`src/rtl/rx_frame_buffer.sv`:
```
// rx_frame_buffer: stores one received frame from the rx front end and replays it
// over a valid/ready read port.
//
// Ports
//   clk_i, rst_i                 single clock domain, synchronous active-high reset
//   in_soc_i / in_eoc_i          start / end of communication pulses
//   in_data_i, in_data_bits_i    received byte and its valid bit count (0 = 8)
//   in_data_valid_i              qualifies in_data_i / in_data_bits_i
//   in_sequence_error_i,
//   in_parity_error_i            error pulses from rx
//   rd_data_o, rd_valid_o,
//   rd_ready_i, rd_last_o        read handshake for the held frame
//   frame_done_o                 one-cycle pulse when a frame completes or is dropped
//   frame_len_o, frame_bits_o    stored byte count and valid bits of the last byte
//   frame_err_o, frame_overflow_o,
//   frame_dropped_o              frame status flags, cleared on the next start
//   busy_drop_o                  pulse: a new frame arrived while one was still held
//   frame_crc_ok_o               only with RX_FRAME_BUFFER_CRC_CHECK_EN defined:
//                                CRC_A residue check of the held frame
module rx_frame_buffer #(
  parameter int unsigned DEPTH         = 16,
  parameter bit          DROP_ON_ERROR = 1'b1
) (
  input  logic                         clk_i,
  input  logic                         rst_i,
  input  logic                         in_soc_i,
  input  logic                         in_eoc_i,
  input  logic [7:0]                   in_data_i,
  input  logic [2:0]                   in_data_bits_i,
  input  logic                         in_data_valid_i,
  input  logic                         in_sequence_error_i,
  input  logic                         in_parity_error_i,
  output logic [7:0]                   rd_data_o,
  output logic                         rd_valid_o,
  input  logic                         rd_ready_i,
  output logic                         rd_last_o,
  output logic                         frame_done_o,
  output logic [$clog2(DEPTH+1)-1:0]   frame_len_o,
  output logic [2:0]                   frame_bits_o,
  output logic                         frame_err_o,
  output logic                         frame_overflow_o,
  output logic                         frame_dropped_o,
  output logic                         busy_drop_o
`ifdef RX_FRAME_BUFFER_CRC_CHECK_EN
  ,
  output logic                         frame_crc_ok_o
`endif
);

  localparam int unsigned LenW = $clog2(DEPTH + 1);
  localparam int unsigned PtrW = $clog2(DEPTH);

  typedef enum logic [1:0] {StIdle, StRecv, StDrop, StHold} state_e;

  state_e          state_q, state_d;
  logic [LenW-1:0] len_q, len_d;
  logic [LenW-1:0] rd_ptr_q, rd_ptr_d;
  logic [2:0]      bits_q, bits_d;
  logic            partial_q, partial_d;
  logic            err_q, err_d;
  logic            ovf_q, ovf_d;
  logic            dropped_q, dropped_d;
  logic            done_q, done_d;
  logic            busy_q, busy_d;
  logic            mem_we;
  logic            frame_start;
  logic [7:0]      mem_q [DEPTH];

  logic rd_valid, rd_last, rd_fire, err_hit, ovf_hit;

  // A further byte after a partial byte is a sequence error too.
  assign err_hit  = in_sequence_error_i | in_parity_error_i | (in_data_valid_i & partial_q);
  assign ovf_hit  = in_data_valid_i & (len_q == LenW'(DEPTH));
  assign rd_valid = (state_q == StHold) && (rd_ptr_q < len_q);
  assign rd_last  = rd_valid && (rd_ptr_q == len_q - LenW'(1));
  assign rd_fire  = rd_valid & rd_ready_i;

  always_comb begin
    state_d     = state_q;
    len_d       = len_q;
    rd_ptr_d    = rd_ptr_q;
    bits_d      = bits_q;
    partial_d   = partial_q;
    err_d       = err_q;
    ovf_d       = ovf_q;
    dropped_d   = dropped_q;
    done_d      = 1'b0;
    busy_d      = 1'b0;
    mem_we      = 1'b0;
    frame_start = in_soc_i && ((state_q == StIdle) || (state_q == StRecv));

    if (frame_start) begin
      state_d   = StRecv;
      len_d     = '0;
      rd_ptr_d  = '0;
      bits_d    = '0;
      partial_d = 1'b0;
      err_d     = 1'b0;
      ovf_d     = 1'b0;
      dropped_d = 1'b0;
    end else begin
      unique case (state_q)
        StIdle: ;
        StRecv: begin
          if (err_hit) err_d = 1'b1;
          if (ovf_hit) ovf_d = 1'b1;
          if ((err_hit && DROP_ON_ERROR) || ovf_hit) begin
            // An eoc in the same cycle closes the frame as dropped right away.
            if (in_eoc_i) begin
              done_d    = 1'b1;
              dropped_d = 1'b1;
              state_d   = StIdle;
            end else begin
              state_d = StDrop;
            end
          end else begin
            if (in_data_valid_i) begin
              mem_we    = 1'b1;
              len_d     = len_q + LenW'(1);
              bits_d    = in_data_bits_i;
              partial_d = (in_data_bits_i != 3'd0);
            end
            // len_d already counts a byte stored in this same cycle.
            if (in_eoc_i) begin
              done_d  = 1'b1;
              state_d = (len_d != '0) ? StHold : StIdle;
            end
          end
        end
        StDrop: begin
          if (in_eoc_i) begin
            done_d    = 1'b1;
            dropped_d = 1'b1;
            state_d   = StIdle;
          end
        end
        StHold: begin
          if (in_soc_i) busy_d = 1'b1;
          if (rd_fire) begin
            rd_ptr_d = rd_ptr_q + LenW'(1);
            if (rd_last) state_d = StIdle;
          end
        end
      endcase
    end
  end

  always_ff @(posedge clk_i) begin
    if (rst_i) begin
      state_q   <= StIdle;
      len_q     <= '0;
      rd_ptr_q  <= '0;
      bits_q    <= '0;
      partial_q <= 1'b0;
      err_q     <= 1'b0;
      ovf_q     <= 1'b0;
      dropped_q <= 1'b0;
      done_q    <= 1'b0;
      busy_q    <= 1'b0;
    end else begin
      state_q   <= state_d;
      len_q     <= len_d;
      rd_ptr_q  <= rd_ptr_d;
      bits_q    <= bits_d;
      partial_q <= partial_d;
      err_q     <= err_d;
      ovf_q     <= ovf_d;
      dropped_q <= dropped_d;
      done_q    <= done_d;
      busy_q    <= busy_d;
    end
  end

  // Frame store is deliberately not reset.
  always_ff @(posedge clk_i) begin
    if (mem_we) mem_q[len_q[PtrW-1:0]] <= in_data_i;
  end

  assign rd_data_o        = rd_valid ? mem_q[rd_ptr_q[PtrW-1:0]] : 8'h00;
  assign rd_valid_o       = rd_valid;
  assign rd_last_o        = rd_last;
  assign frame_done_o     = done_q;
  assign frame_len_o      = len_q;
  assign frame_bits_o     = bits_q;
  assign frame_err_o      = err_q;
  assign frame_overflow_o = ovf_q;
  assign frame_dropped_o  = dropped_q;
  assign busy_drop_o      = busy_q;

`ifdef RX_FRAME_BUFFER_CRC_CHECK_EN
  // CRC_A, reflected 0x8408, bit-serial over one byte LSB first.
  function automatic logic [15:0] crc_a_update(input logic [15:0] crc, input logic [7:0] d);
    logic [15:0] c;
    c = crc ^ {8'h00, d};
    for (int i = 0; i < 8; i++) begin
      c = c[0] ? ((c >> 1) ^ 16'h8408) : (c >> 1);
    end
    return c;
  endfunction

  logic [15:0] crc_q, crc_d;

  // Partial bytes are stored but never folded into the CRC.
  always_comb begin
    crc_d = crc_q;
    if (frame_start) begin
      crc_d = 16'h6363;
    end else if (mem_we && (in_data_bits_i == 3'd0)) begin
      crc_d = crc_a_update(crc_q, in_data_i);
    end
  end

  always_ff @(posedge clk_i) begin
    if (rst_i) crc_q <= 16'h6363;
    else       crc_q <= crc_d;
  end

  assign frame_crc_ok_o = (state_q == StHold) && (crc_q == 16'h0000) &&
                          (len_q >= LenW'(3)) && (bits_q == 3'd0);
`endif

endmodule

```
`config.mk`:
```
export PLATFORM = sky130hd
export DESIGN_NAME = rx_frame_buffer
export DESIGN_NICKNAME = d
export VERILOG_FILES = /design/src/rtl/rx_frame_buffer.sv
export SDC_FILE = /design/constraint.sdc
export NUM_CORES = 1
export LEC_CHECK = 0
export BUFFER_PORTS_ARGS = -buffer_cell sky130_fd_sc_hd__buf_2
export CAP_MARGIN = 10
export CORE_AREA = 5 5 104 154
export CTS_CLUSTER_DIAMETER = 200
export DETAILED_ROUTE_END_ITERATION = 7
export DIE_AREA = 0 0 109 159
export GPL_TIMING_DRIVEN = 0
export PLACE_DENSITY = 0.58
export SLEW_MARGIN = 25
export SYNTH_ARGS = -nofsm -noshare
export SYNTH_HDL_FRONTEND = slang
export SYNTH_SLANG_ARGS = --single-unit
```
`constraint.sdc`:
```
create_clock -name clk_i -period 3.2 [get_ports clk_i]
set_input_delay 0.16 -clock clk_i [delete_from_list [all_inputs] [get_ports clk_i]]
set_output_delay 0.16 -clock clk_i [all_outputs]
set_load 0.1 [all_outputs]
```
**Word level (Yosys, flattened, before mapping)**

Memories as Yosys holds them, arrays and structs flattened. A register that Yosys moved wholly into a read port is not among the register bits.
Cells that the tools add are included.
W data, S select, Z words.

- Bitwise gates (word level): 8
- Multipliers: 0
- Reduce and logical (&&, ||, !) cells: 23
- Muxes and demuxes: 27
- Shift operators: 0
- $add $sub $neg: 3
- Equality and inequality tests: 14
- Magnitude comparators: 1
- Div/mod/pow operators: 0

Operators with widths:

| kind | count |
|---|---|
| $mux W5 | 4 |
| $mux W2 | 7 |
| $mux W1 | 11 |
| $add A5 B1 Y5 const B | 2 |
| $reduce_and A2 Y1 | 5 |
| $reduce_and A5 Y1 | 2 |
| $ne A3 B3 Y1 const B | 3 |
| $mux W4 | 2 |
| $mux W8 | 1 |
| $ne A2 B2 Y1 const B | 3 |
| $pmux W2 S3 | 1 |
| $reduce_bool A3 Y1 | 2 |
| $reduce_or A3 Y1 | 2 |
| $eq A5 B5 Y1 | 1 |
| $eq A5 B5 Y1 const B | 1 |
| $lt A5 B5 Y1 | 1 |
| $reduce_bool A5 Y1 | 1 |
| $sub A5 B1 Y5 const B | 1 |
| $eq A2 B2 Y1 const B | 2 |
| $ne A4 B3 Y1 const B | 1 |
| $reduce_bool A4 Y1 | 1 |
| $reduce_or A2 Y1 | 2 |
| $and A1 B1 Y1 | 3 |
| $logic_and A1 B1 Y1 | 3 |
| other kinds (10) | 14 |

- Bits of input ports: 19
- Memories: 1
- Memory bits (writable): 128
- Output and inout port bits: 23
- Bits in read-only memories: 0
- Bits in registers: 21
- Latch bits: 0

Memory list:

| memory | depth | width | rd ports | clocked after memory_dff | write ports | line | text |
|---|---|---|---|---|---|---|---|
| mem_q | 16 | 8 | 1 | 1 | 1 | 67 | `logic [7:0] mem_q [DEPTH];` |

**Logic depth before layout (Yosys ltp)**

- Depth in word-level cells: 12
- Mapped depth: 10
- Depth with buffers taken out: 8

**Worst setup path after synthesis**

Ideal clock, no wire load.

- Path type: register -> output
- Start point: register len_q[1], in the netlist frame_len_o[1]
- End point: output port rd_data_o[0]
- Stages on the path, launching flop included: 7
- Data required time: 3040 ps
- Arrival time: 6202 ps
- Buffers on the path: 0
- Setup slack: -3162 ps
- Path through: dfxtp_1 > inv_1 > ha_1 > nor2b_1 > o2111a_1 > nor4_1 > and2_1

- Longest elaborated chain between the ends: 3

Ends and longest elaborated chain:

| element | line | text |
|---|---|---|
| from (decl) | 56 | `logic [LenW-1:0] len_q, len_d;` |
| from (signal assigned) | 162 | `len_q <= len_d;` |
| $lt A5 B5 Y1 | 74 | `assign rd_valid = (state_q == StHold) && (rd_ptr_q < len_q);` |
| $logic_and A1 B1 Y1 | 74 |  |
| named net rd_valid_o | 34 | `output logic rd_valid_o,` |
| $mux W8 | 179 | `assign rd_data_o = rd_valid ? mem_q[rd_ptr_q[PtrW-1:0]] : 8'h00;` |
| to (decl) | 33 | `output logic [7:0] rd_data_o,` |

The timed path passes the listed nets, and every way through them passes these cells.

**Final worst setup path**

- Start point: register len_q[0], in the netlist frame_len_o[0]
- End point: memory mem_q[4][0], enable pin

- Longest elaborated chain between the ends: 8

Ends and longest elaborated chain:

| element | line | text |
|---|---|---|
| $eq A5 B5 Y1 | 73 | `assign ovf_hit = in_data_valid_i & (len_q == LenW'(DEPTH));` |
| $and A1 B1 Y1 | 73 |  |
| $logic_or A1 B1 Y1 | 107 | `if ((err_hit && DROP_ON_ERROR) \|\| ovf_hit) begin` |
| $mux W1 | 107 |  |
| $mux W1 | 102 | `unique case (state_q)` |
| $mux W1 | 92 | `if (frame_start) begin` |
| $mux W1 | 176 | `if (mem_we) mem_q[len_q[PtrW-1:0]] <= in_data_i;` |
| $mux W1 (not written as such) | 176 |  |
| to (decl) | 67 |  |

Parallel ways exist; a longest one is shown, timed or not.

==> reports/summary.log <==
INFO  die            core_area=0.0145mm²
INFO  worst_setup_path crit_path_cell_trace=buf_2, inv_1, ha_1, nor3b_4, a311oi_2, and2_2, buf_4, nand3_1, nor2_1
INFO  worst_setup_path timing.critical_path.to_type=flop
INFO  cells_and_area multi_input_area=0.00197mm²
INFO  worst_setup_path critical_path.n_buffers_inverters=3
INFO  timing         timing.final.crit_period=3.21ns
INFO  worst_setup_path cp-start-kind=flop
INFO  timing         slew_headroom=0.364
INFO  worst_setup_path cpLargestDelayFamily=simple AND/OR/NAND/NOR gates
INFO  worst_setup_path critPathMaxFanout=10
INFO  timing         final.hold.worst_slack=0.0231ns
INFO  power          leakage=0.00247µW
INFO  drt            final_antenna_net_count=0
INFO  timing         post-route-worst-setup-slack=-0.00977ns
INFO  cells_and_area fin_nets=463
INFO  cells_and_area commonest_cells_after_routing_fill_and_taps_aside=edfxtp_1, buf_2, mux4_2
INFO  cells_and_area num_antenna_cells=0
INFO  place          io_buffer_count=41
INFO  drt            route.detailed.drc=0
INFO  logic_synthesis post_synth_num_cell_types=44
INFO  global_routing via_count_of_the_first_global_routing_pass=3,689
INFO  logic_synthesis synthesis.nets=400
INFO  place          dp_hpwl=9500µm
INFO  worst_setup_path critPathKind=flop to flop
INFO  logic_synthesis synthDominantCellAreaShare=0.603
INFO  logic_synthesis postSynth.asyncResetShare=0
INFO  clocking       clockBufferDepth=2
INFO  logic_synthesis yosysWarningCount=0
INFO  logic_synthesis synth-main-ff-cell=edfxtp_1
INFO  place          gpl.final_weighted_congestion=0.794
INFO  die            die-width=109µm
INFO  clocking       h-tree-depth=4
INFO  timing         final-hold-violation-count=0
INFO  drt            via_per_inst=5.25
INFO  clocking       cts_num_sinks=153
INFO  worst_setup_path required_time_of_the_critical_path=3.23ns
INFO  timing         period_share=1.00
INFO  global_routing grt_pass1_wl=21,100µm
INFO  die            initial_core_util=0.439
INFO  logic_synthesis netlist_area=0.00637mm²
INFO  hold_path      min-delay-path-class=primary input to flop
INFO  timing         setup_viol=7
INFO  worst_setup_path arrival=3.24ns
INFO  global_routing grt_antenna_before_repair=0
INFO  logic_synthesis synth_largest_area_cell=edfxtp_1
INFO  cells_and_area post_route_cells_drive_above_1_share=0.354
INFO  timing         unrepaired_setup_endpoints_after_global_routing=yes
INFO  cells_and_area final_core_utilization=0.519
INFO  worst_setup_path cpPeakStageDelay=0.77ns
INFO  drt            drt_first_iter_violations=157
INFO  job            max_capacitance_violation_count=0
INFO  logic_synthesis synth.avg_cell_area=17.4µm²
INFO  drt            vias=3,354
INFO  drt            wl_per_cell=21.3µm
INFO  clocking       clock_latency_late_sink=0.42ns
INFO  die            die-height=159µm
INFO  cells_and_area most_common_library_cell_in_the_layout_ignoring_fill_and_taps=edfxtp_1
INFO  timing         worstMarginPinSlew=0.950ns
INFO  power          fin_total_pwr=4400µW
INFO  clocking       clk_tree_root_cell=clkbuf_16
INFO  drt            drt-total-wl=13,600µm
INFO  cells_and_area seqCellArea=0.00436mm²
INFO  global_routing maximum_number_of_pins_on_one_net_before_global_route_repair=17
INFO  run_status     status=finished, violations left
INFO  global_routing gr-usage-all-layers=0.170
INFO  timing         finalClockSkew=0.0113ns
INFO  cells_and_area fillCellCount=1,197
INFO  die            io_pins=42
INFO  clocking       tritoncts=built
INFO  logic_synthesis synthTopCellsByArea=edfxtp_1, mux4_2, dfxtp_1, ha_1, nor2_1
INFO  global_routing globalRouteOverflowTotal=0
INFO  cells_and_area area_growth_syn_to_layout=18.4%
INFO  die            dieArea=0.0173mm²
INFO  logic_synthesis synth_seq_cells=153
INFO  logic_synthesis synth_sequential_area_ratio=0.682
INFO  timing         clock.fmax=312MHz
INFO  clocking       path_clk_slew=0.06ns
INFO  clocking       post-cts-setup-buffers=0
INFO  die            rows=54
INFO  logic_synthesis post_synth_inst_count=367
INFO  clocking       numCtsBuffers=17
INFO  run_status     failing_checks=negative setup slack
INFO  logic_synthesis synth_edf_count=128
INFO  power          cellPowerDensity=584mW/mm²
INFO  worst_setup_path critical_path.slowest_cell=nor2_1
INFO  timing         report.final.slew_viol_count=0
INFO  power          vdd_ir_drop_max=0.380mV
INFO  drt            drt_first_pass_iters=6
worst paths after layout:
kind,end,depth (start not counted),slack [ns],startpoint
setup reg to reg,mem_q[4][0],9,-0.01,frame_len_o[0]
setup / recovery,mem_q[4][0],9,-0.01,frame_len_o[0]
hold reg to reg,frame_dropped_o,2,0.46,frame_dropped_o
hold / removal,frame_done_o,3,0.02,in_eoc_i
state kept, by name, indices dropped and copies added, names as in the netlist, named ones only:
signal            cells
mem_q               128
frame_len_o           5
rd_ptr_q              5
frame_bits_o          3
state_q               2
busy_drop_o           1
frame_done_o          1
frame_dropped_o       1
frame_err_o           1
frame_overflow_o      1
partial_q             1
layer usage:
layer | track usage | part of all wire | vias to the layer above
li1 | - | - | 1567
met1 | 0.200 | 0.39 | 1691
met2 | 0.302 | 0.56 | 81
met3 | 0.0325 | 0.035 | 15
met4 | 0.0603 | 0.014 | 0
met5 | 0 | 0 | -
synthesized netlist by cell type, types with 3 or more instances:
master,instances
nor3_1,3
ha_1,14
nor2_1,45
xor2_1,5
inv_1,8
nand4_1,3
dfxtp_1,25
buf_4,4
mux4_2,40
mux2i_1,4
edfxtp_1,128
a21oi_1,6
nand2_1,7
nand3_1,6
nor4_1,3
nand2b_1,5
buf_1,5
xnor2_1,10
o21ai_0,3
and2_1,9
per-stage QoR:
stage | std cells | setup TNS, ns | setup slack [ns] | cell area (µm²)
floorplan | 367 | -0.790 | -0.0877 | 6430
global placement | 604 | -0.149 | -0.0114 | 6880
detailed placement | 604 | -1.08 | -0.0496 | 6880
CTS | 639 | -1.59 | -0.0637 | 7530
global route | 639 | -4.33 | -0.191 | 7550
finish | 639 | -0.0494 | -0.00977 | 7550
where the power goes:
part / total (µW) / leakage, µW / switching, µW / internal, µW
Sequential: 2170 / 0.00136 / 8.57 / 2160
Clock: 2040 / 0.000282 / 799 / 1240
Combinational: 194 / 0.000830 / 137 / 57.1
cell type report:
cell class              instances  area share
plain buffers                  15      0.0118
clock buffers                  20      0.0579
clock inverters                12      0.0219
inverters                      10     0.00531
multi-input cells             189       0.262
flip-flops and latches        153       0.578
well taps                     196      0.0325
repair buffers                 44      0.0312
worst min-delay path: stages:
cell	delay, ns
buf_2	0.12
nand2_1	0.07
nor2_1	0.04
repair_timing:
item,CTS,global route
endpoints found under the hold margin,3,0
endpoints found under the setup margin,49,80
gates resized for setup,6,7
hold buffers,3,0
cells by family after synthesis:
kind of cell | count (synthesis) | share of synthesized area
flip-flops | 153 | 0.682
buffers and inverters | 25 | 0.0198
AND/OR/NAND/NOR | 94 | 0.0756
adder cells (fa/ha/maj) | 14 | 0.0275
multiplexers | 44 | 0.148
AO/OA/AOI/OAI | 22 | 0.0271
XOR/XNOR | 15 | 0.0206
(Power assumes the default switching activity.)
